--- config.mk ---
export PLATFORM = sky130hd
export DESIGN_NAME = pressure_scan_scheduler
export DESIGN_NICKNAME = d
export VERILOG_FILES = /design/src/rtl/pressure_scan_scheduler_pkg.sv /design/src/rtl/pressure_scan_scheduler_persist_counter.sv /design/src/rtl/pressure_scan_scheduler.sv
export SDC_FILE = /design/constraint.sdc
export NUM_CORES = 1
export LEC_CHECK = 0
export BUFFER_PORTS_ARGS = -buffer_cell sky130_fd_sc_hd__buf_2
export CAP_MARGIN = 30
export CORE_MARGIN = 3
export CORE_UTILIZATION = 45
export CTS_CLUSTER_SIZE = 30
export DETAILED_ROUTE_END_ITERATION = 10
export PLACE_DENSITY = 0.77
export SKIP_CTS_REPAIR_TIMING = 1
export SLEW_MARGIN = 20
export SYNTH_ARGS = -nofsm -noshare
export SYNTH_HDL_FRONTEND = slang
export SYNTH_SLANG_ARGS = --single-unit
--- constraint.sdc ---
create_clock -name clk -period 1.9 [get_ports clk]
set_input_delay 0 -clock clk [delete_from_list [all_inputs] [get_ports clk]]
set_output_delay 0 -clock clk [all_outputs]
set_load 0.05 [all_outputs]
--- src/rtl/pressure_scan_scheduler_pkg.sv ---
// Shared types and defaults for the pressure scan scheduler.
// Holds the scan FSM state type and the persistence counter width helper.
package health_pkg;

    typedef enum logic [1:0] {
        IDLE = 2'd0,
        SCAN = 2'd1,
        DONE = 2'd2
    } scanState_e;

    localparam int NUM_CH_DEF  = 4;
    localparam int DW_DEF      = 6;
    localparam int PERSIST_DEF = 3;

    // Counter must be able to hold the value PERSIST itself.
    function automatic int cntWidth(input int persist);
        return $clog2(persist + 1);
    endfunction

    localparam int CNT_W_DEF = $clog2(PERSIST_DEF + 1);

endpackage

--- src/rtl/pressure_scan_scheduler_persist_counter.sv ---
// Per-channel persistence counter with sticky alarm.
// Counts consecutive abnormal evaluations; raises alarm on reaching PERSIST.
module persist_counter #(
    parameter int PERSIST = 3,
    parameter int CW      = 2
) (
    input  logic          clk,
    input  logic          rst,
    input  logic          eval,
    input  logic          abnormal,
    input  logic          ack,
    output logic          alarm,
    output logic [CW-1:0] count,
    output logic          alarmNext
);

    localparam logic [CW:0] PW  = (CW+1)'(PERSIST);
    localparam logic [CW:0] ONE = (CW+1)'(1);

    logic          ackEff;
    logic          setAlarm;
    logic [CW-1:0] base;
    logic [CW:0]   incWide;
    logic [CW:0]   oldInc;
    logic [CW-1:0] countNext;

    // Ack only acts on a raised alarm; set is judged on the pre-ack count
    // so that an ack landing on a re-setting edge cannot suppress the alarm.
    always_comb begin
        ackEff    = ack & alarm;
        base      = ackEff ? '0 : count;
        incWide   = {1'b0, base} + ONE;
        oldInc    = {1'b0, count} + ONE;
        setAlarm  = eval & abnormal & (oldInc >= PW);
        countNext = base;
        if (eval) begin
            if (abnormal) begin
                if (incWide >= PW) begin
                    countNext = PW[CW-1:0];
                end else begin
                    countNext = incWide[CW-1:0];
                end
            end else begin
                countNext = '0;
            end
        end
        alarmNext = setAlarm | (alarm & ~ackEff);
    end

    // Counter and alarm state.
    always_ff @(posedge clk or posedge rst) begin
        if (rst) begin
            count <= '0;
            alarm <= 1'b0;
        end else begin
            count <= countNext;
            alarm <= alarmNext;
        end
    end

endmodule

--- src/rtl/pressure_scan_scheduler.sv ---
// Time-shares one pressure detector across NUM_CH channels per sampleTick.
// Optional macro SCAN_OVERRUN_EN adds a sticky overrun flag for dropped ticks.
module pressure_scan_scheduler
    import health_pkg::*;
#(
    parameter int NUM_CH  = NUM_CH_DEF,
    parameter int DW      = DW_DEF,
    parameter int PERSIST = PERSIST_DEF
) (
    input  logic                      clk,
    input  logic                      rst,
    input  logic                      sampleTick,
    input  logic [NUM_CH*DW-1:0]      chanData,
    output logic [DW-1:0]             detPressure,
    input  logic                      detAbnormal,
    input  logic [NUM_CH-1:0]         alarmAck,
    output logic [NUM_CH-1:0]         alarm,
    output logic                      alarmAny,
    output logic                      scanBusy,
    output logic                      scanDone,
    output logic [$clog2(NUM_CH)-1:0] curChan
`ifdef SCAN_OVERRUN_EN
    ,
    output logic                      overrun
`endif
);

    localparam int CHW = $clog2(NUM_CH);
    localparam int CW  = cntWidth(PERSIST);
    localparam logic [CHW-1:0] LAST = CHW'(NUM_CH - 1);

    scanState_e        state;
    logic [NUM_CH-1:0] evalVec;
    logic [NUM_CH-1:0] alarmNextVec;
    logic [CW-1:0]     countVec [NUM_CH];

    // Scan sequencer: IDLE -> SCAN over all channels -> DONE -> IDLE.
    always_ff @(posedge clk or posedge rst) begin
        if (rst) begin
            state   <= IDLE;
            curChan <= '0;
        end else begin
            unique case (state)
                IDLE: begin
                    if (sampleTick) begin
                        state   <= SCAN;
                        curChan <= '0;
                    end
                end
                SCAN: begin
                    if (curChan == LAST) begin
                        state <= DONE;
                    end else begin
                        curChan <= curChan + 1'b1;
                    end
                end
                DONE: begin
                    state   <= IDLE;
                    curChan <= '0;
                end
                default: begin
                    state   <= IDLE;
                    curChan <= '0;
                end
            endcase
        end
    end

    // Route the channel under evaluation to the shared detector.
    always_comb begin
        detPressure = '0;
        if (state == SCAN) begin
            detPressure = chanData[int'(curChan)*DW +: DW];
        end
    end

    // Status flags decoded from the sequencer state.
    always_comb begin
        scanBusy = (state != IDLE);
        scanDone = (state == DONE);
    end

    for (genvar k = 0; k < NUM_CH; k++) begin : gCh
        // Only the channel under evaluation consumes the verdict.
        always_comb begin
            evalVec[k] = (state == SCAN) && (curChan == CHW'(k));
        end

        persist_counter #(
            .PERSIST (PERSIST),
            .CW      (CW)
        ) uCnt (
            .clk       (clk),
            .rst       (rst),
            .eval      (evalVec[k]),
            .abnormal  (detAbnormal),
            .ack       (alarmAck[k]),
            .alarm     (alarm[k]),
            .count     (countVec[k]),
            .alarmNext (alarmNextVec[k])
        );

        // Saturation keeps every counter within 0..PERSIST.
        aCntRange: assert property (
            @(posedge clk) disable iff (rst)
            int'(countVec[k]) <= PERSIST
        );
    end

    // Summary alarm registered alongside the per-channel alarms.
    always_ff @(posedge clk or posedge rst) begin
        if (rst) begin
            alarmAny <= 1'b0;
        end else begin
            alarmAny <= |alarmNextVec;
        end
    end

`ifdef SCAN_OVERRUN_EN
    // Sticky record of a tick arriving while a scan is in flight.
    always_ff @(posedge clk or posedge rst) begin
        if (rst) begin
            overrun <= 1'b0;
        end else if (sampleTick && scanBusy) begin
            overrun <= 1'b1;
        end else if (sampleTick && (state == IDLE) && (&alarmAck)) begin
            overrun <= 1'b0;
        end
    end
`endif

endmodule

==> metrics.txt <==
setup repair after global routing missed its margin false; Port Buf Inserts 46; Worst Tran Pin Value 0.6443 ns; number of cells in the finished layout apart from fillers 181; Total Die Area 3082 um2; routed wire length 2.605 mm; number of warnings issued by yosys 0; antenna-violating nets left 0; min cycle time layout 1.796 ns; prevailing post-synth register cell dfrtp_1; number of antenna violations at the first check in global routing 0; count of unresolved DRC violations after routing 0; final sum of negative setup slack 0 ns; count of flip-flops with a built-in enable after synthesis 0; crit path capture type output pin; required time of the critical path 1.90 ns; Yosys top cell area share 38.55%; number of maximum-capacitance violations 0; count of fill cells added during filler insertion 190; synth top area cells dfrtp_1, mux4_2, ha_1; number of global-route vias before repair 1,002; syn_nets 141; kind of path behind the tightest hold check in -> reg; Pleak 0.0006982 uW; final core area utilization 61.96%; critical path start-end classification reg -> out; number of failing setup endpoints in the final timing report 0; Sink Count 17; Final Hold Vio Count 0; Overall Global Routing Usage 17.53%; HPWL after detailed placement 2.095 mm; net count reported at finish 190; number of clock buffers inserted by TritonCTS 3; root buffer cell clkbuf_4; largest net degree at the start of global routing 18; Max Clock Skew 0.002203 ns; footprint of the multi-input gates 589.3 um2; type of element launching the critical path flip-flop; run status finished clean; global route overflow 0; H-tree levels 1; count of unique library cells instantiated by Yosys 30; global-route wire length before repair 4.340 mm; core region area 2276 um2; final routed wire length divided by cell count 14.39 um; placer congestion estimate 0.8066; basic-gate share of the synthesized area counting and, or, nand and nor cells 15.19%; PD cells 1674 nW/um2; cell area after synthesis 1104 um2; compound-cell area share of the yosys netlist 15.99%; via count of the routed design 977; fraction of final layout cells sized beyond drive strength 1 43.14%; worst path arrival time 1.80 ns; dominant cell by count in the synthesized netlist dfrtp_1; post-synthesis share of cell area spent on xor and xnor gates 0.7937%; Max-Slew Margin vs Limit 57.00%; adder-cell area share of the yosys netlist 4.535%; peak fanout along the critical path 7; iteration-0 DRC count of the detailed router 25; share of synthesized registers carrying an async set or reset 100.0%; clock transition at the registers of the reported paths 0.09 ns; dominant combinational cell family by area after synthesis multiplexers; placed insts 171; chip height 55.52 um; IO Count 47; maximum ir drop on the vdd rail 0.0009800 V; sequential element share of the synthesized area 38.55%; buffer depth of the longest clock path 2; worst slack on hold paths 0.04449 ns; number of synthesized register bits 17; gate count after technology mapping 105; leading area contributor after synthesis dfrtp_1; FF/Latch Area 427.9 um2; max-slew violation count 0; Area Overhead vs Synth 27.78%; initial core utilization 48.49%; top cells by instance count after synthesis dfrtp_1, o21ai_0, and2_1, inv_1; Avg Vias per Cell 5.398; share of the cycle needed by the critical path after routing 94.53%; maximum clock rate 0.5567 GHz; Detailed Routing Iterations Pass 1 4; clk_lat worst skew 0.29 ns; synthesized area per cell 10.51 um2; TritonCTS clock tree done; die boundary width 55.52 um; fraction of synthesized area in multiplexers 16.89%; floorplan row count 17; # diodes 0
-- per-layer routing --
layer	part of all wire, %	GRT usage [%]	vias to the layer above	routed length [um]
met4	1.3	5.556	0	33
met5	0	0	-	0
met1	39	18.87	482	1010
li1	-	-	469	-
met2	56	33.45	22	1454
met3	4.1	3.738	4	106
-- where the power goes --
part	switching (uW)	total, uW	internal (uW)
registers	167	674	507
clock network	110	192	81.7
logic	923	1490	572
-- registers in the layout (all words and copies together) (netlist names) --
register / count
gCh.uCnt.alarm: 4
alarmAny: 1
curChan: 2
state: 2
gCh.uCnt.count: 8
-- final timing paths --
path	from	cells past startpoint	slack (ns)	end
worst max-delay path	curChan[0]	4	0.10	detPressure[0]
worst min-delay path	detAbnormal	3	0.04	gCh[3].uCnt.count[1]
worst max register to register	curChan[1]	4	0.36	alarmAny
worst min register to register	gCh[3].uCnt.alarm	1	0.52	gCh[3].uCnt.count[1]
max in group asynchronous	rst	3	1.12	curChan[0]
min in group asynchronous	rst	3	0.33	gCh[0].uCnt.alarm
-- layout by cell type, fill, tap and decap left out --
cell type      instances
a21oi_1                2
a211oi_1               3
nand2_1                4
buf_2                 46
a41oi_1                1
clkbuf_1               1
o22ai_1                2
dfrtp_1               15
mux2_2                 1
a21bo_2                4
dlygate4sd3_1          6
mux2i_1                4
or3_1                  1
nor2_1                 6
a221oi_1               1
inv_1                  7
xnor2_1                1
a31oi_1                4
nand3b_2               1
buf_4                  2
nor2b_1                2
o2111ai_1              1
clkbuf_4               3
or2_2                  1
ha_1                   4
nor3b_1                2
o21ai_0                8
nand2b_1               2
dfrtp_2                2
nand3b_1               3
and2_1                 7
mux4_2                 6
-- per-stage QoR --
stage               area [um2]  total power (uW)  worst slack [ns]
floorplan                 1105              1878           0.08767
global placement          1323              2119            0.4042
detailed placement        1323              2170            0.3635
CTS                       1349              2370           0.02840
global route              1410              2531          0.008348
finish                    1410              2360            0.1039
-- cell type report --
cell class                      instances  share of cell area, %
Sequential cell                        17                  30.35
Tap cell                               28                  2.484
Timing Repair Buffer                   54                  21.65
Inverter                                7                  1.863
Multi-Input combinational cell         71                  41.79
Clock buffer                            4                  1.863
-- cells by family (layout without fill, tap and decap cells) --
logic type      count (synthesis)  count (layout)
compound gates                 26              26
xor+xnor                        1               1
fa+ha+maj                       4               4
buf+inv                        17              65
flops                          17              17
mux                            11              11
simple gates                   29              29
-- critical path, cell delays in order, from the launching register on --
cell	delay [ns]
dfrtp_2	0.43
buf_4	0.20
mux4_2	0.52
and2_1	0.16
buf_2	0.20
Power figures use the tool's default switching activity.
